`src/rtl/tjmono_hit_assembler_if.sv`:
```
// Handshake bundles for the TJ-Monopix hit assembler: receiver FIFO pop side
// and decoded hit record side.
`timescale 1ns/1ps

interface tjmono_fifo_if;
    logic        FIFO_EMPTY;
    logic [31:0] FIFO_DATA;
    logic        FIFO_READ;

    modport master (output FIFO_EMPTY, FIFO_DATA, input FIFO_READ);
    modport slave  (input FIFO_EMPTY, FIFO_DATA, output FIFO_READ);
endinterface

interface tjmono_hit_if;
    logic        HIT_VALID;
    logic        HIT_READY;
    logic [5:0]  HIT_COL;
    logic [8:0]  HIT_ROW;
    logic [5:0]  HIT_LE;
    logic [5:0]  HIT_TE;
    logic [5:0]  HIT_TOT;
    logic        HIT_NOISE;
    logic [51:0] HIT_TS;
    logic [3:0]  HIT_TOKEN_LSB;

    modport master (output HIT_VALID, HIT_COL, HIT_ROW, HIT_LE, HIT_TE, HIT_TOT,
                           HIT_NOISE, HIT_TS, HIT_TOKEN_LSB,
                    input  HIT_READY);
    modport slave  (input  HIT_VALID, HIT_COL, HIT_ROW, HIT_LE, HIT_TE, HIT_TOT,
                           HIT_NOISE, HIT_TS, HIT_TOKEN_LSB,
                    output HIT_READY);
endinterface

```
`src/rtl/tjmono_hit_assembler.sv`:
```
// Pops TJ-Monopix receiver words, checks id/index sequence and reassembles each
// 4-word group into one decoded hit record behind a valid/ready slot.
`timescale 1ns/1ps

module tjmono_hit_assembler #(
    parameter logic [1:0]  IDENTYFIER = 2'b00,
    parameter int unsigned CNT_W      = 8
) (
    input  logic              BUS_CLK,
    input  logic              BUS_RST_N,
    input  logic              EN,
    input  logic              CLR_CNT,
    tjmono_fifo_if.slave      fifo,
    tjmono_hit_if.master      hit,
    output logic [CNT_W-1:0]  SEQ_ERR_CNT,
    output logic [CNT_W-1:0]  ID_ERR_CNT,
    output logic [31:0]       HIT_CNT
);

    localparam int unsigned PL_W  = 28;
    localparam int unsigned TS_W  = 52;
    localparam int unsigned COL_W = 6;
    localparam int unsigned ROW_W = 9;
    localparam int unsigned TDC_W = 6;
    localparam int unsigned TOK_W = 4;

    typedef enum logic [1:0] {W0, W1, W2, W3} state_t;

    state_t            state_q, state_d;
    logic              rd_c;
    logic              cap0_c, cap1_c, cap2_c, load_c, seq_err_c, id_err_c;
    logic [1:0]        w_id, w_idx;
    logic [PL_W-1:0]   w_pl;

    logic [COL_W-1:0]  cap_col;
    logic [ROW_W-1:0]  cap_row;
    logic [TDC_W-1:0]  cap_le, cap_te;
    logic              cap_noise;
    logic [TS_W-1:0]   cap_ts;
    logic [TOK_W-1:0]  cap_tok;

    logic              valid_q;
    logic [COL_W-1:0]  col_q;
    logic [ROW_W-1:0]  row_q;
    logic [TDC_W-1:0]  le_q, te_q, tot_q;
    logic              noise_q;
    logic [TS_W-1:0]   ts_q;
    logic [TOK_W-1:0]  tok_q;

    assign w_id  = fifo.FIFO_DATA[31:30];
    assign w_idx = fifo.FIFO_DATA[29:28];
    assign w_pl  = fifo.FIFO_DATA[PL_W-1:0];

    // Only the closing word stalls on a full output slot; reset also blocks pops.
    assign rd_c = EN & BUS_RST_N & ~fifo.FIFO_EMPTY
                & ~((state_q == W3) & valid_q & ~hit.HIT_READY);
    assign fifo.FIFO_READ = rd_c;

    always_ff @(posedge BUS_CLK or negedge BUS_RST_N) begin
        if (!BUS_RST_N) state_q <= W0;
        else            state_q <= state_d;
    end

    always_comb begin
        state_d   = state_q;
        cap0_c    = 1'b0;
        cap1_c    = 1'b0;
        cap2_c    = 1'b0;
        load_c    = 1'b0;
        seq_err_c = 1'b0;
        id_err_c  = 1'b0;
        if (rd_c) begin
            if (w_id != IDENTYFIER) begin
                id_err_c = 1'b1;
            end else if (w_idx == 2'(state_q)) begin
                case (state_q)
                    W0:      begin cap0_c = 1'b1; state_d = W1; end
                    W1:      begin cap1_c = 1'b1; state_d = W2; end
                    W2:      begin cap2_c = 1'b1; state_d = W3; end
                    default: begin load_c = 1'b1; state_d = W0; end
                endcase
            end else begin
                seq_err_c = 1'b1;
                if (w_idx == 2'b00) begin
                    cap0_c  = 1'b1;
                    state_d = W1;
                end else begin
                    state_d = W0;
                end
            end
        end
    end

    // Partial-group capture registers
    always_ff @(posedge BUS_CLK or negedge BUS_RST_N) begin
        if (!BUS_RST_N) begin
            cap_col   <= '0;
            cap_row   <= '0;
            cap_te    <= '0;
            cap_le    <= '0;
            cap_noise <= 1'b0;
            cap_ts    <= '0;
            cap_tok   <= '0;
        end else begin
            if (cap0_c) begin
                cap_col   <= w_pl[5:0];
                cap_row   <= w_pl[14:6];
                cap_te    <= w_pl[20:15];
                cap_le    <= w_pl[26:21];
                cap_noise <= w_pl[27];
            end
            if (cap1_c) cap_ts[27:0] <= w_pl;
            if (cap2_c) begin
                cap_ts[51:28] <= w_pl[23:0];
                cap_tok       <= w_pl[27:24];
            end
        end
    end

    // Output slot: a load on the same edge as a handshake keeps VALID high
    always_ff @(posedge BUS_CLK or negedge BUS_RST_N) begin
        if (!BUS_RST_N) begin
            valid_q <= 1'b0;
            col_q   <= '0;
            row_q   <= '0;
            le_q    <= '0;
            te_q    <= '0;
            tot_q   <= '0;
            noise_q <= 1'b0;
            ts_q    <= '0;
            tok_q   <= '0;
        end else if (load_c) begin
            valid_q <= 1'b1;
            col_q   <= cap_col;
            row_q   <= cap_row;
            le_q    <= cap_le;
            te_q    <= cap_te;
            tot_q   <= cap_te - cap_le;
            noise_q <= cap_noise;
            ts_q    <= cap_ts;
            tok_q   <= cap_tok;
        end else if (valid_q && hit.HIT_READY) begin
            valid_q <= 1'b0;
        end
    end

    always_ff @(posedge BUS_CLK or negedge BUS_RST_N) begin
        if (!BUS_RST_N) begin
            SEQ_ERR_CNT <= '0;
            ID_ERR_CNT  <= '0;
            HIT_CNT     <= '0;
        end else if (CLR_CNT) begin
            SEQ_ERR_CNT <= '0;
            ID_ERR_CNT  <= '0;
            HIT_CNT     <= '0;
        end else begin
            if (seq_err_c && (SEQ_ERR_CNT != '1)) SEQ_ERR_CNT <= SEQ_ERR_CNT + CNT_W'(1);
            if (id_err_c && (ID_ERR_CNT != '1))   ID_ERR_CNT  <= ID_ERR_CNT + CNT_W'(1);
            if (load_c)                           HIT_CNT     <= HIT_CNT + 32'd1;
        end
    end

    assign hit.HIT_VALID     = valid_q;
    assign hit.HIT_COL       = col_q;
    assign hit.HIT_ROW       = row_q;
    assign hit.HIT_LE        = le_q;
    assign hit.HIT_TE        = te_q;
    assign hit.HIT_TOT       = tot_q;
    assign hit.HIT_NOISE     = noise_q;
    assign hit.HIT_TS        = ts_q;
    assign hit.HIT_TOKEN_LSB = tok_q;

endmodule

```
`src/flat_wrapper.sv`:
```
// flat-port wrapper written by rule: the top's interface ports become plain ports
module tjmono_hit_assembler_flat 
#(
    parameter logic [1:0]  IDENTYFIER = 2'b00,
    parameter int unsigned CNT_W      = 8
)
  (BUS_CLK, BUS_RST_N, EN, CLR_CNT, SEQ_ERR_CNT, ID_ERR_CNT, HIT_CNT, fifo_FIFO_EMPTY, fifo_FIFO_DATA, fifo_FIFO_READ, hit_HIT_VALID, hit_HIT_COL, hit_HIT_ROW, hit_HIT_LE, hit_HIT_TE, hit_HIT_TOT, hit_HIT_NOISE, hit_HIT_TS, hit_HIT_TOKEN_LSB, hit_HIT_READY);
  tjmono_fifo_if fifo_i ();
  tjmono_hit_if hit_i ();
  input  logic BUS_CLK;
  input  logic BUS_RST_N;
  input  logic EN;
  input  logic CLR_CNT;
  output logic [CNT_W-1:0] SEQ_ERR_CNT;
  output logic [CNT_W-1:0] ID_ERR_CNT;
  output logic [31:0] HIT_CNT;
  input wire logic [$bits(fifo_i.FIFO_EMPTY)-1:0] fifo_FIFO_EMPTY;
  input wire logic [$bits(fifo_i.FIFO_DATA)-1:0] fifo_FIFO_DATA;
  output wire logic [$bits(fifo_i.FIFO_READ)-1:0] fifo_FIFO_READ;
  output wire logic [$bits(hit_i.HIT_VALID)-1:0] hit_HIT_VALID;
  output wire logic [$bits(hit_i.HIT_COL)-1:0] hit_HIT_COL;
  output wire logic [$bits(hit_i.HIT_ROW)-1:0] hit_HIT_ROW;
  output wire logic [$bits(hit_i.HIT_LE)-1:0] hit_HIT_LE;
  output wire logic [$bits(hit_i.HIT_TE)-1:0] hit_HIT_TE;
  output wire logic [$bits(hit_i.HIT_TOT)-1:0] hit_HIT_TOT;
  output wire logic [$bits(hit_i.HIT_NOISE)-1:0] hit_HIT_NOISE;
  output wire logic [$bits(hit_i.HIT_TS)-1:0] hit_HIT_TS;
  output wire logic [$bits(hit_i.HIT_TOKEN_LSB)-1:0] hit_HIT_TOKEN_LSB;
  input wire logic [$bits(hit_i.HIT_READY)-1:0] hit_HIT_READY;
  assign fifo_i.FIFO_EMPTY = fifo_FIFO_EMPTY;
  assign fifo_i.FIFO_DATA = fifo_FIFO_DATA;
  assign fifo_FIFO_READ = fifo_i.FIFO_READ;
  assign hit_HIT_VALID = hit_i.HIT_VALID;
  assign hit_HIT_COL = hit_i.HIT_COL;
  assign hit_HIT_ROW = hit_i.HIT_ROW;
  assign hit_HIT_LE = hit_i.HIT_LE;
  assign hit_HIT_TE = hit_i.HIT_TE;
  assign hit_HIT_TOT = hit_i.HIT_TOT;
  assign hit_HIT_NOISE = hit_i.HIT_NOISE;
  assign hit_HIT_TS = hit_i.HIT_TS;
  assign hit_HIT_TOKEN_LSB = hit_i.HIT_TOKEN_LSB;
  assign hit_i.HIT_READY = hit_HIT_READY;
  tjmono_hit_assembler #(.IDENTYFIER(IDENTYFIER), .CNT_W(CNT_W)) u_core (.BUS_CLK(BUS_CLK), .BUS_RST_N(BUS_RST_N), .EN(EN), .CLR_CNT(CLR_CNT), .fifo(fifo_i), .hit(hit_i), .SEQ_ERR_CNT(SEQ_ERR_CNT), .ID_ERR_CNT(ID_ERR_CNT), .HIT_CNT(HIT_CNT));
endmodule
```
`config.mk`:
```
export PLATFORM = sky130hd
export DESIGN_NAME = tjmono_hit_assembler_flat
export DESIGN_NICKNAME = d
export VERILOG_FILES = /design/src/rtl/tjmono_hit_assembler_if.sv /design/src/rtl/tjmono_hit_assembler.sv /design/src/flat_wrapper.sv
export SDC_FILE = /design/constraint.sdc
export NUM_CORES = 1
export LEC_CHECK = 0
export ABC_AREA = 0
export CAP_MARGIN = 40
export CORE_MARGIN = 3
export CORE_UTILIZATION = 53
export CTS_BUF_LIST = sky130_fd_sc_hd__clkbuf_4 sky130_fd_sc_hd__clkbuf_8 sky130_fd_sc_hd__clkbuf_16
export CTS_CLUSTER_DIAMETER = 80
export DETAILED_ROUTE_END_ITERATION = 10
export PLACE_DENSITY = 0.85
export SETUP_SLACK_MARGIN = 0.1
export SYNTH_ARGS = -nofsm -noshare
export SYNTH_HDL_FRONTEND = slang
export SYNTH_SLANG_ARGS = --single-unit
```
`constraint.sdc`:
```
create_clock -name BUS_CLK -period 3.36 [get_ports BUS_CLK]
set_clock_uncertainty 0.1 [all_clocks]
set_input_delay 0.84 -clock BUS_CLK [delete_from_list [all_inputs] [get_ports BUS_CLK]]
set_output_delay 0.84 -clock BUS_CLK [all_outputs]
set_load 0.05 [all_outputs]
```
==> results of run 1 <==
[placed cells by master, fill, tap and decap left out, types with 6 or more instances in the layout]
cell | netlist | final
sky130_fd_sc_hd__a21oi_1 | 22 | 22
sky130_fd_sc_hd__and3_1 | 11 | 11
sky130_fd_sc_hd__and4_1 | 6 | 6
sky130_fd_sc_hd__buf_4 | 1 | 13
sky130_fd_sc_hd__clkbuf_16 | 0 | 25
sky130_fd_sc_hd__clkbuf_4 | 0 | 7
sky130_fd_sc_hd__clkbuf_8 | 0 | 7
sky130_fd_sc_hd__clkdlybuf4s50_1 | 0 | 175
sky130_fd_sc_hd__dfrtp_1 | 225 | 225
sky130_fd_sc_hd__ha_1 | 13 | 13
sky130_fd_sc_hd__inv_1 | 16 | 16
sky130_fd_sc_hd__mux2_1 | 9 | 9
sky130_fd_sc_hd__mux2_2 | 38 | 38
sky130_fd_sc_hd__mux2_4 | 40 | 40
sky130_fd_sc_hd__nand2_1 | 271 | 270
sky130_fd_sc_hd__nand3_1 | 19 | 19
sky130_fd_sc_hd__nand4_1 | 20 | 20
sky130_fd_sc_hd__nand4b_1 | 6 | 6
sky130_fd_sc_hd__nor2_1 | 33 | 33
sky130_fd_sc_hd__nor3_1 | 11 | 11
sky130_fd_sc_hd__o21ai_0 | 27 | 27
sky130_fd_sc_hd__or3_1 | 9 | 9
sky130_fd_sc_hd__or4_1 | 6 | 6
sky130_fd_sc_hd__xnor2_1 | 11 | 11
sky130_fd_sc_hd__xor2_1 | 15 | 15
[area by class of cell]
cell class / count / area share (%)
Sequential cell: 225 / 44.6
Inverter: 16 / 0.475
Tap cell: 229 / 2.27
Timing Repair Buffer: 194 / 15.5
Multi-Input combinational cell: 612 / 30.8
Clock buffer: 39 / 6.13
Clock inverter: 5 / 0.218
[layer usage]
metal	up-vias	share of wire (%)
met4	0	2.0
li1	3354	-
met2	254	48
met1	3655	43
met5	-	0
met3	42	6.8
[kinds of logic after synthesis]
family	count (synthesis)	synth area share (%)
adders and majority gates	14	1.86
muxes	87	11.5
buffers and inverters	57	3.21
xor gates and xnor gates	28	2.65
AOI/OAI and AO/OA	63	3.72
and+or+nand+nor	420	19.7
DFF	225	57.4
[state kept, by name, indices dropped and copies added (netlist names), 2 cells and up]
name                      cells
u_core.hit.HIT_TS            52
u_core.ID_ERR_CNT             8
u_core.cap_le                 6
u_core.HIT_CNT               32
u_core.cap_row                9
u_core.hit.HIT_TOT            6
u_core.state_q                2
u_core.hit.HIT_TE             6
u_core.cap_col                6
u_core.SEQ_ERR_CNT            8
u_core.cap_ts                52
u_core.cap_te                 6
u_core.hit.HIT_TOKEN_LSB      4
u_core.hit.HIT_COL            6
u_core.cap_tok                4
u_core.hit.HIT_ROW            9
u_core.hit.HIT_LE             6
[report_power, final]
| group | internal [mW] | switching (mW) | leakage (nW) |
|---|---|---|---|
| Sequential | 2.90 | 0.146 | 3.11 |
| Combinational | 0.354 | 0.373 | 2.62 |
| Clock | 1.57 | 1.05 | 0.406 |
[critical path: cells and delay by family]
family                 cells  cell delay, ns
AND/OR/NAND/NOR            2            0.41
buffers and inverters      2            0.65
[final timing paths]
kind,startpoint,to,slack (ns),cells past startpoint
worst max-delay path,hit_HIT_READY,fifo_FIFO_READ,0.51,4
worst min-delay path,BUS_RST_N,u_core.ID_ERR_CNT[3],0.33,2
worst max register to register,u_core.state_q[0],u_core.cap_ts[39],0.69,7
worst min register to register,u_core.cap_ts[4],u_core.hit.HIT_TS[4],0.37,2
max in group asynchronous,BUS_RST_N,u_core.hit.HIT_LE[5],1.33,3
min in group BUS_CLK,u_core.cap_ts[4],u_core.hit.HIT_TS[4],0.37,2
[metrics by stage]
stage	setup WS, ns	util [%]
after floorplan	0.732	-
after CTS	0.502	69.9
final	0.509	69.9
after global placement	0.133	65.4
after detailed placement	0.119	65.4
after global routing	0.436	69.9
==> results.md, run 1 <==
- Horiz. Die Dim: between 100 and 150 µm
- Worst-case headroom to the max-slew limit: 41.5%
- Fillcell total: 1284
- Predominant post-synthesis flop cell: sky130_fd_sc_hd__dfrtp_1
- Met2 usage in global routing: 38.1%
- Max stage delay on crit path: slightly below 0.5 ns
- Initial antenna violation count: 0
- Syn. warnings: 0
- Mapped Area: between 9000 and 10000 µm²
- Sum of routed wire length over all layers: around 23000 µm
- H-tree Lvls: 1
- Floorplan core area: 18100 µm²
- Total Die Area: just over 20000 µm²
- First DRT Iteration DRCs: 589
- Sum of negative setup slack: 0 ns
- Top cells by count, synth: sky130_fd_sc_hd__nand2_1 (271), sky130_fd_sc_hd__dfrtp_1 (225), sky130_fd_sc_hd__mux2_4 (40)
- Register bit total from synthesis: ~230
- Number of detailed-route iterations in the first pass: 5
- Clock-pin slew on the worst setup and hold paths: approximately 0.06 ns
- Total congestion overflow after global routing: 0
- Post-cts repair resize count: 0
- Total power: roughly 6.4 mW
- Period utilisation layout: 84.8%
- Async SR Flop Fraction: 100%
- DRC viols: 0
- Relative area change from synthesis to final layout: 28.7%
- Part of the Yosys area used for sequential elements: 57.4%
- Largest cells by area after synthesis: sky130_fd_sc_hd__dfrtp_1 (57%), sky130_fd_sc_hd__nand2_1 (10%), sky130_fd_sc_hd__mux2_4 (6.1%)
- Max Fanout on Critical Path: 4
- Post-CTS setup buffer count: 0
- Maximum ir drop on the vdd rail: 0.316 mV
- Yosys cell types: 50
- Max Fclk: between 300 and 400 MHz
- Worst slack on hold paths: about 0.33 ns
- Launching element type of the critical path: primary input
- Leak pwr: approximately 6 nW
- Die Height: roughly 140 µm
- Layout cells sized above 1: approximately 14%
- Vias in the first global route: roughly 7600
- Global-route wire length before repair: around 38000 µm
- Diode insertion count for antenna repair: 0
- Ports: roughly 180
- Clock latency at the later pin of the worst-skew pair: 0.51 ns
- Placed Area: 11800 µm²
- Share of Yosys cell area claimed by the top area cell type: between 50% and 60%
- Class of the tightest hold or removal check: primary input to async pin
- Syn Nets: about 950
- Slowest cell on the critical path: sky130_fd_sc_hd__clkdlybuf4s50_1
- Clock period minus final worst setup slack: between 2 and 3 ns
- I/O Buffers: between 150 and 200
- Combined global-route utilization of all metal layers: between 20% and 30%
- # Max-Cap Violations: 0
- Number of buffers created by CTS: 24
- Final non-filler cell area: between 10000 and 15000 µm²
- Global-route track usage on met1: about a third
- Initial cell density of the core: between 50% and 60%
- Cells along the critical path: clkdlybuf4s50_1, and3b_1, nor2_1, buf_12
- Footprint of the flip-flops and latches: between 5000 and 6000 µm²
- TritonCTS Sinks: approximately 230
- Number of enable-type register cells in the synthesized netlist: 0
- Final number of setup-violating endpoints: 0
- Clock tree from TritonCTS: built
- Final-report max-slew violation count: 0
- Final hold violation count: 0
- Most used standard cell by instance count after synthesis: sky130_fd_sc_hd__nand2_1
- Average detailed-routed wire length per instance: approximately 18 µm
- Final ANT Viol Nets: 0
- Pin count of the biggest net entering global routing: between 150 and 200
- Avg Synthesized Cell Area: between 10 and 15 µm²
- Setup repair after global routing missed its margin: no
- Net count reported at finish: about 1100
- Worst setup path class: primary input to primary output
- Routing layer with the top usage in global route: met2
- Fin cells: 1320
- Via Count: around 7300
- Placed cell count: ~1300
- Data arrival time of the critical path: between 1.5 and 2 ns
- Clock tree root buffer cell: sky130_fd_sc_hd__clkbuf_16
- Result of the run: finished clean
- Syn Inst Count: approximately 890
- Routed vias/inst: between 5 and 6
- CTS hold repair buffers: 0
- Leading area contributor after synthesis: sky130_fd_sc_hd__dfrtp_1
- Buffers from clock root to sink, at most: 3
- Multi-input logic area: between 3000 and 4000 µm²
- Post-detailed-placement half-perimeter wirelength: about 15000 µm
- Total power divided by cell area: roughly 510 nW/µm²
- Transition time at the pin with the least slew margin: between 0.8 and 0.9 ns
- Required time worst endpoint: roughly 2.4 ns
- M3 GR Usage: under 10%
- Weighted congestion reported at the end of routability-driven placement: 0.872
- Num rows: 49
- Category of the worst setup path capture point: primary output
Power figures use the tool's default switching activity.
==> run 2, diff against run 1 <==
- clock period: 3.36 -> 2.75 ns (I/O delays scaled with it)
==> results.md, run 2 (synthesis results as in run 1) <==
- CTS hold repair buffers: 0
- Total power: just over 8 mW
- Clock latency at the later pin of the worst-skew pair: around 0.5 ns
- Buffers from clock root to sink, at most: 3
- Period utilisation layout: ~95%
- Worst-case headroom to the max-slew limit: approximately 38%
- Combined global-route utilization of all metal layers: a little under a quarter
- Clock period minus final worst setup slack: 2.60 ns
- Initial cell density of the core: a little over half
- Final core utilization: between 70% and 80%
- Global-route wire length before repair: ~38000 µm
- Total Die Area: 20200 µm²
- Data arrival time of the critical path: 1.82 ns
- Result of the run: finished clean
- Setup repair after global routing missed its margin: no
- Vias in the first global route: between 7000 and 8000
- Total congestion overflow after global routing: 0
- Total power divided by cell area: approximately 630 nW/µm²
- Category of the worst setup path capture point: primary output
- Family with the most delay on the worst path: buffers and inverters
- Cells along the critical path: clkdlybuf4s50_1
- Net count reported at finish: approximately 1200
- Worst setup path class: register to primary output
- Crit Reg-Reg Startpoint: u_core.state_q[1]
- H-tree Lvls: 1
- Final-report max-slew violation count: 0
- Die Height: between 100 and 150 µm
- I/O Buffers: approximately 180
- Ports: 178
- Initial antenna violation count: 0
- Floorplan core area: roughly 18000 µm²
- Class of the tightest hold or removal check: primary input to async pin
- Diode insertion count for antenna repair: 0
- Max Fanout on Critical Path: 4
- Pin count of the biggest net entering global routing: 183
- Via Count: between 7000 and 8000
- First DRT Iteration DRCs: 487
- Startpoint of the most critical setup path: u_core.SEQ_ERR_CNT[6]
- # Max-Cap Violations: 0
- Horiz. Die Dim: 142 µm
- Final number of setup-violating endpoints: 0
- Leak pwr: approximately 6.4 nW
- Final ANT Viol Nets: 0
- Critical path buffer and inverter count: 1
- Most common cell after layout, fill and taps aside: sky130_fd_sc_hd__nand2_1
- Placed cell count: roughly 1300
- Clock tree from TritonCTS: built
- TritonCTS Sinks: ~230
- Number of buffers created by CTS: 24
- Launching element type of the critical path: register
- Slowest cell on the critical path: sky130_fd_sc_hd__clkdlybuf4s50_1
- Fin cells: 1345
- Max Fclk: 384 MHz
- Clock-pin slew on the worst setup and hold paths: 0.06 ns
- Clock tree root buffer cell: sky130_fd_sc_hd__clkbuf_16
- Multi-input logic area: 3890 µm²
- Number of detailed-route iterations in the first pass: 5
- Worst slack on hold paths: 0.151 ns
- Max stage delay on crit path: between 0.8 and 0.9 ns
- Routed vias/inst: ~5.4
- Maximum ir drop on the vdd rail: between 0.5 and 0.6 mV
- Sum of routed wire length over all layers: around 23000 µm
- Layout cells sized above 1: roughly 16%
- Relative area change from synthesis to final layout: 31.7%
- Average detailed-routed wire length per instance: approximately 17 µm
- Post-detailed-placement half-perimeter wirelength: ~15000 µm
- Commonest non-fill, non-tap cells in the layout: sky130_fd_sc_hd__nand2_1 (270), sky130_fd_sc_hd__dfrtp_1 (224), sky130_fd_sc_hd__clkdlybuf4s50_1 (170)
- Fillcell total: around 1200
- Required time worst endpoint: roughly 2.0 ns
- Weighted congestion reported at the end of routability-driven placement: between 0.8 and 0.9
- DRC viols: 0
- Num rows: between 40 and 50
- Transition time at the pin with the least slew margin: 0.931 ns
- Final hold violation count: 0
- Footprint of the flip-flops and latches: roughly 5600 µm²
## run 2: cell types whose count changed in the layout (fill, tap and decap cells not counted), sizes merged
cell / delta
dlymetal6s2s: +4
dlygate4sd2: +1
bufinv: +4
clkbuf: -6
buf: +25
clkdlybuf4s50: -5
inv: +1
clkinv: +1
## run 2: routing by layer
layer	track usage [%]	vias to the layer above	wire [µm]
met5	0	-	0
met1	33.0	3568	10100
met3	4.81	30	1560
met2	36.9	245	10900
met4	4.09	0	387
li1	-	3402	-
## run 2: path summary, 6_finish.rpt
check / endpoint / slack (ns) / depth (start not counted)
setup / recovery: SEQ_ERR_CNT[6] / 0.15 / 1
hold / removal: u_core.ID_ERR_CNT[3] / 0.15 / 2
setup reg to reg: u_core.cap_ts[21] / 0.26 / 7
hold reg to reg: u_core.hit.HIT_TS[51] / 0.36 / 2
max in group asynchronous: u_core.cap_ts[3] / 1.03 / 3
min in group BUS_CLK: u_core.hit.HIT_TS[51] / 0.36 / 2
## run 2: where the power goes
| group | switching [mW] | internal (mW) | leakage (nW) |
|---|---|---|---|
| clock network | 1.33 | 2.19 | 0.439 |
| logic | 0.489 | 0.477 | 2.83 |
| registers | 0.154 | 3.54 | 3.11 |
| total | 1.97 | 6.21 | 6.38 |
## run 2: layout make-up
class                           count  area share (%)
Clock buffer                       33            5.51
Clock inverter                     11            1.34
Inverter                           16           0.465
Multi-Input combinational cell    612            30.1
Sequential cell                   225            43.6
Tap cell                          229            2.22
Timing Repair Buffer              219            16.8
## run 2: metrics by stage
stage	setup WS, ns	TNS [ns]	cell area, µm²
after floorplan	0.283	0	9810
after global placement	-0.234	-31.03	12000
after detailed placement	-0.258	-34.38	12000
after CTS	0.104	0	12900
after global routing	0.103	0	12900
final	0.147	0	12900
## run 2: repair_timing
| action | in CTS | in global routing |
|---|---|---|
| setup endpoints to repair | 2 | 6 |
| gates resized for setup | 3 | 4 |
| buffers inserted | 0 | 2 |
